File: src/rtl/uart_pkg.sv
// Shared UART definitions: receiver FSM states, default oversampling and parity helper.
package uart_pkg;

  typedef enum logic [2:0] {
    IDLE,
    START,
    DATA,
    PARITY,
    STOP
  } rx_state_t;

  localparam int UART_OVERSAMPLE_DEFAULT = 16;

  // Narrower words are zero-extended by the caller; zeros do not change the XOR.
  function automatic logic parity_calc(input logic [7:0] data, input logic odd);
    return (^data) ^ odd;
  endfunction

endpackage

File: src/rtl/uart_rx_sync.sv
// Two-flop synchroniser for the serial line (idles high) with a falling-edge pulse on the synchronised value.
module uart_rx_sync (
  input  logic clk,
  input  logic rst,
  input  logic rx,
  output logic rx_s,
  output logic rx_fall
);

  logic [1:0] sync_reg;
  logic       rx_prev_reg;

  always_ff @(posedge clk) begin
    if (rst) begin
      sync_reg    <= 2'b11;
      rx_prev_reg <= 1'b1;
    end else begin
      sync_reg    <= {sync_reg[0], rx};
      rx_prev_reg <= sync_reg[1];
    end
  end

  assign rx_s    = sync_reg[1];
  assign rx_fall = rx_prev_reg & ~sync_reg[1];

endmodule

File: src/rtl/uart_rx_deserializer.sv
// 16x-oversampled UART receiver: one parallel word plus error flags per frame.
// Define UART_RX_MAJORITY_VOTE_EN to decide each bit by a 2-of-3 vote instead of a single sample.
module uart_rx_deserializer
  import uart_pkg::*;
#(
  parameter int DATA_WIDTH = 8,
  parameter int OVERSAMPLE = UART_OVERSAMPLE_DEFAULT
) (
  input  logic                  clk,
  input  logic                  rst,
  input  logic                  baud_tick,
  input  logic                  rx,
  input  logic                  parity_en,
  input  logic                  parity_odd,
  output logic [DATA_WIDTH-1:0] rx_data,
  output logic                  rx_valid,
  output logic                  frame_error,
  output logic                  parity_error,
  output logic                  break_detect,
  output logic                  busy
);

  localparam int TW = $clog2(OVERSAMPLE);
  localparam int BW = $clog2(DATA_WIDTH);
  localparam logic [TW-1:0] HALF_LAST = TW'(OVERSAMPLE / 2 - 1);
  localparam logic [TW-1:0] FULL_LAST = TW'(OVERSAMPLE - 1);
  localparam logic [BW-1:0] BIT_LAST  = BW'(DATA_WIDTH - 1);

  logic                  rx_s;
  logic                  rx_fall;
  logic                  bit_val;
  rx_state_t             state_reg;
  logic [TW-1:0]         tick_cnt_reg;
  logic [BW-1:0]         bit_cnt_reg;
  logic [DATA_WIDTH-1:0] shift_reg;
  logic                  par_en_reg;
  logic                  par_odd_reg;
  logic                  par_bit_reg;
  logic [DATA_WIDTH-1:0] rx_data_reg;
  logic                  rx_valid_reg;
  logic                  frame_error_reg;
  logic                  parity_error_reg;
  logic                  break_detect_reg;
  logic                  busy_reg;

  uart_rx_sync u_sync (
    .clk     (clk),
    .rst     (rst),
    .rx      (rx),
    .rx_s    (rx_s),
    .rx_fall (rx_fall)
  );

`ifdef UART_RX_MAJORITY_VOTE_EN
  // The vote window closes on the decision tick itself, so decision timing matches the single-sample build.
  logic [1:0] hist_reg;

  always_ff @(posedge clk) begin
    if (rst) begin
      hist_reg <= 2'b11;
    end else if (baud_tick) begin
      hist_reg <= {hist_reg[0], rx_s};
    end
  end

  assign bit_val = (hist_reg[1] & hist_reg[0]) | (hist_reg[1] & rx_s) | (hist_reg[0] & rx_s);
`else
  assign bit_val = rx_s;
`endif

  always_ff @(posedge clk) begin
    if (rst) begin
      state_reg        <= IDLE;
      tick_cnt_reg     <= '0;
      bit_cnt_reg      <= '0;
      shift_reg        <= '0;
      par_en_reg       <= 1'b0;
      par_odd_reg      <= 1'b0;
      par_bit_reg      <= 1'b0;
      rx_data_reg      <= '0;
      rx_valid_reg     <= 1'b0;
      frame_error_reg  <= 1'b0;
      parity_error_reg <= 1'b0;
      break_detect_reg <= 1'b0;
      busy_reg         <= 1'b0;
    end else begin
      rx_valid_reg <= 1'b0;
      case (state_reg)
        IDLE: begin
          if (rx_fall) begin
            state_reg    <= START;
            tick_cnt_reg <= '0;
            busy_reg     <= 1'b1;
          end
        end
        START: begin
          if (baud_tick) begin
            if (tick_cnt_reg == HALF_LAST) begin
              tick_cnt_reg <= '0;
              if (!bit_val) begin
                state_reg   <= DATA;
                bit_cnt_reg <= '0;
                par_en_reg  <= parity_en;
                par_odd_reg <= parity_odd;
              end else begin
                state_reg <= IDLE;
                busy_reg  <= 1'b0;
              end
            end else begin
              tick_cnt_reg <= tick_cnt_reg + 1'b1;
            end
          end
        end
        DATA: begin
          if (baud_tick) begin
            if (tick_cnt_reg == FULL_LAST) begin
              tick_cnt_reg <= '0;
              shift_reg    <= {bit_val, shift_reg[DATA_WIDTH-1:1]};
              if (bit_cnt_reg == BIT_LAST) begin
                state_reg <= par_en_reg ? PARITY : STOP;
              end else begin
                bit_cnt_reg <= bit_cnt_reg + 1'b1;
              end
            end else begin
              tick_cnt_reg <= tick_cnt_reg + 1'b1;
            end
          end
        end
        PARITY: begin
          if (baud_tick) begin
            if (tick_cnt_reg == FULL_LAST) begin
              tick_cnt_reg <= '0;
              par_bit_reg  <= bit_val;
              state_reg    <= STOP;
            end else begin
              tick_cnt_reg <= tick_cnt_reg + 1'b1;
            end
          end
        end
        STOP: begin
          if (baud_tick) begin
            if (tick_cnt_reg == FULL_LAST) begin
              tick_cnt_reg     <= '0;
              rx_valid_reg     <= 1'b1;
              rx_data_reg      <= shift_reg;
              frame_error_reg  <= ~bit_val;
              parity_error_reg <= par_en_reg &
                                  (par_bit_reg != parity_calc(8'(shift_reg), par_odd_reg));
              // A break needs the parity slot low too, so a frame with parity bit 1 is not a break.
              break_detect_reg <= (shift_reg == '0) & ~bit_val & ~(par_en_reg & par_bit_reg);
              state_reg        <= IDLE;
              busy_reg         <= 1'b0;
            end else begin
              tick_cnt_reg <= tick_cnt_reg + 1'b1;
            end
          end
        end
        default: begin
          state_reg <= IDLE;
          busy_reg  <= 1'b0;
        end
      endcase
    end
  end

  assign rx_data      = rx_data_reg;
  assign rx_valid     = rx_valid_reg;
  assign frame_error  = frame_error_reg;
  assign parity_error = parity_error_reg;
  assign break_detect = break_detect_reg;
  assign busy         = busy_reg;

endmodule

File: config.mk
export PLATFORM = sky130hd
export DESIGN_NAME = uart_rx_deserializer
export DESIGN_NICKNAME = d
export VERILOG_FILES = /design/src/rtl/uart_pkg.sv /design/src/rtl/uart_rx_sync.sv /design/src/rtl/uart_rx_deserializer.sv
export SDC_FILE = /design/constraint.sdc
export NUM_CORES = 1
export LEC_CHECK = 0
export CORE_ASPECT_RATIO = 1.4
export CORE_MARGIN = 4
export CORE_UTILIZATION = 55
export CTS_CLUSTER_DIAMETER = 30
export DETAILED_ROUTE_END_ITERATION = 12
export HOLD_SLACK_MARGIN = 0.1
export PLACE_DENSITY = 0.78
export SYNTH_ARGS = -nofsm -noshare
export SYNTH_HDL_FRONTEND = slang
export SYNTH_SLANG_ARGS = --single-unit
File: constraint.sdc
create_clock -name clk -period 1.95 [get_ports clk]
set_clock_uncertainty 0.1 [all_clocks]
set_input_delay 0.585 -clock clk [delete_from_list [all_inputs] [get_ports clk]]
set_output_delay 0.585 -clock clk [all_outputs]
set_load 0.05 [all_outputs]
==> impl_metrics.csv <==
group,metric,value,unit
run_status,status,"finished, final reports clean",
clocking,clock_insertion_delay_at_the_later_pin_of_the_skew_report,0.29,ns
route,remaining_drc_errors,0,
final_layout,synthesis_to_layout_area_growth,19.1,%
critical_path,end_kind,"flip-flop",
final_layout,diodes,0,
global_route,grt_pass1_wl,7170,um
synthesis,syn_avg_cell_area,8.60,um^2
critical_path,setup.reg_to_reg.worst_slack,0.09,ns
final_layout,final-instance-count-excl-fill,281,
sta,timing_max_transition_violations_final,0,
sta,period_share,95.4,%
run,drv_cap,0,
power_and_ir_drop,p_per_area,833,nW/um^2
route,detailedRoute.firstIterationViolations,100,
critical_path,cells_traversed_along_the_worst_timing_path,"or4b_4 > nor4b_4 > mux2i_1 > nor2_1",
synthesis,cell_accounting_for_the_most_synthesized_area,"sky130_fd_sc_hd__dfxtp_1",
floorplan,num_rows,24,
hold_path,timing.hold.worst_path_depth,1,
route,routed_via_density,5.84,
route,via_count,1642,
hold_path,timing.hold.worst.start,"u_sync.sync_reg[0]",
critical_path,worst_r2r_endpoint,"par_odd_reg",
power_and_ir_drop,cellInternalPower,1.23,mW
critical_path,timing.setup.critical_path_class,"flip-flop to flip-flop",
floorplan,area_inside_the_core_boundary,3150,um^2
sta,max_clock_freq,537,MHz
critical_path,timing.critical_path.slowest_stage_cell,"sky130_fd_sc_hd__or4b_4",
global_route,grt_start_max_net_pins,26,
route,drt_pre_antenna_iters,5,
synthesis,synth.distinct_cells,47,
synthesis,synth.top_cell.area_share,40.4,%
critical_path,timing.critical_path.fanout_max,10,
synthesis,synth_register_bits,37,
final_layout,post_route_cells_drive_above_1_share,21.5,%
place,placedCellCount,273,
final_layout,fin_nets,254,
synthesis,syn_area,1830,um^2
synthesis,dominantRegCellSynth,"sky130_fd_sc_hd__dfxtp_1",
critical_path,critPathRequiredTime,2.04,ns
floorplan,boundaryPins,19,
sta,timing.final.hold_violations,0,
sta,worstMarginPinSlew,0.411,ns
floorplan,die_width,56.8,um
global_route,grt_antenna_before_repair,0,
hold_path,hold_path_end,"u_sync.sync_reg[1]",
place,place.detailed.hpwl,3220,um
critical_path,critPathTopFamily,"simple AND/OR/NAND/NOR gates",
global_route,grt_use_total,20.8,%
synthesis,yosys_warnings,0,
sta,rsz0062_at_grt,"no",
power_and_ir_drop,static-leakage-power,0.815,nW
clocking,postCtsSetupBuffers,0,
sta,report.final.setup_viol,0,
sta,setup_total_negative_slack,0,ns
place,io_buffer_count,18,
global_route,first_global_vias,1521,
floorplan,floorplan.initialDensity,58.1,%
critical_path,reg2regPathDepth,4,
global_route,globalRouteOverflowTotal,0,
synthesis,synth_edf_count,0,
critical_path,worst_r2r_startpoint,"state_reg[0]",
floorplan,floorplan.die_area,4330,um^2
critical_path,cpPeakStageDelay,0.56,ns
synthesis,sequential_area_share_after_synthesis,40.4,%
synthesis,ys_async_sr_fraction,0,%
route,wirelength,4280,um
floorplan,die_y,76.3,um
final_layout,leading_cell_types_in_the_layout_fill_and_taps_excluded,"sky130_fd_sc_hd__dfxtp_1 (37), sky130_fd_sc_hd__nand2_1 (32), sky130_fd_sc_hd__buf_4 (27), sky130_fd_sc_hd__a21oi_1 (24), sky130_fd_sc_hd__inv_1 (16)",
power_and_ir_drop,sw_frac_of_total,32.1,%
sta,finalCriticalPeriod,1.86,ns
synthesis,synth_nets,226,
power_and_ir_drop,seq_power_share,45.1,%
critical_path,critical_path_arrival,1.95,ns
place,place_congestion,0.910,
route,drt-wirelength-per-cell,15.2,um
synthesis,synth_cells,213,
power_and_ir_drop,netSwitchingPower,584,uW
power_and_ir_drop,irDropWorstVdd,661,uV
power_and_ir_drop,combinationalPowerShare,27.1,%
clocking,cts_hold_buffers,0,
power_and_ir_drop,clock_network_fraction_of_design_power,27.8,%
sta,worst_slew_margin_rel,71.9,%
critical_path,worstPathBufferInverterCount,0,
clocking,htree_levels,2,
clocking,cts_root_buffer,"sky130_fd_sc_hd__clkbuf_8",
clocking,cts_buffer_depth,2,
clocking,cts_inserted_buffers,5,
clocking,cts.clk_slew.worst_paths,0.07,ns
final_layout,layout.cells.most_common,"sky130_fd_sc_hd__dfxtp_1",
route,postRouteAntennaNets,0,
hold_path,hold_path.class,"flip-flop to flip-flop",
power_and_ir_drop,power.total,1.82,mW
clocking,cts_sinks,37,
clocking,cts_tree,"built",
final_layout,fin_util,69.2,%
critical_path,startpoint_type,"flip-flop",
synthesis,yosys-top-cells-area,"sky130_fd_sc_hd__dfxtp_1 (40%), sky130_fd_sc_hd__a21oi_1 (6.6%), sky130_fd_sc_hd__nand2_1 (6.6%), sky130_fd_sc_hd__ha_1 (4.8%), sky130_fd_sc_hd__inv_1 (3.3%)",
power groups by stage:
| stage | Clock (mW) | Combinational, mW | Sequential (mW) |
|---|---|---|---|
| 3_5_place_dp | 0 | 0.483 | 0.836 |
| 2_1_floorplan | 0 | 0.345 | 0.827 |
| 6_report | 0.505 | 0.492 | 0.820 |
| 5_1_grt | 0.559 | 0.541 | 0.822 |
| 4_1_cts | 0.514 | 0.486 | 0.818 |
| 3_3_place_gp | 0 | 0.452 | 0.835 |
worst max path at each step:
stage / start / endpoint / depth (start not counted)
after floorplan: state_reg[0] / bit_cnt_reg[0] / 5
after CTS: state_reg[2] / rx_data[1] / 5
after detailed placement: baud_tick / busy / 6
final: state_reg[0] / par_odd_reg / 4
after global routing: state_reg[0] / par_en_reg / 4
after global placement: baud_tick / state_reg[0] / 5
cells in the mapped netlist (all sizes together), types with 2 or more instances:
cell type	count
nor2b	3
a32oi	2
ha	7
or3b	3
clkbuf	6
xnor2	5
a32o	2
or2	4
a2111oi	2
a211o	2
a31o	2
nand3	6
inv	16
a211oi	2
dfxtp	37
o21ai	11
nand2b	2
o41ai	2
or4b	2
nor2	10
mux2i	3
nand2	33
buf	6
nor3	5
a21oi	24
final cells by class:
type                    count  area (um^2)
fillers                   251          971
inverters                  16         60.1
well taps                  39         48.8
clock inverters             2         10.0
multi-input cells         148          978
clock buffers               6         72.6
flip-flops and latches     37          741
repair buffers             33          272
logic make-up after synthesis:
logic type,after synthesis,synth area share (%)
AO/OA/AOI/OAI,56,20.6
XOR/XNOR,7,4.10
adder cells (fa/ha/maj),7,4.78
buffers and inverters,28,6.42
flip-flops,37,40.4
multiplexers,4,2.46
AND/OR/NAND/NOR,74,21.2
layer usage:
metal	global-route usage (%)	share of wire [%]	routed length, um	vias up
met3	4.58	4.6	198	13
li1	-	-	-	800
met1	22.6	38	1640	771
met2	38.7	55	2340	58
met5	0	0	0	-
met4	7.19	2.1	91	0
metrics by stage:
step           instance area (um^2)  hold WS (ns)  worst slack [ns]
2_1_floorplan                  1830         0.289             0.264
6_report                       2180         0.311            0.0890
3_5_place_dp                   2100         0.299            -0.321
4_1_cts                        2180         0.314            0.0525
5_1_grt                        2180         0.340           0.00754
3_3_place_gp                   2100         0.301            -0.240
timing repair:
| action | in CTS | in global routing |
|---|---|---|
| resized for setup | 2 | 1 |
| cloned | 0 | 0 |
| pin swaps | 1 | 0 |
| setup endpoints to repair | 2 | 13 |
| hold endpoints to repair | 0 | 0 |
Note: power is estimated with default switching activity, not from simulation.
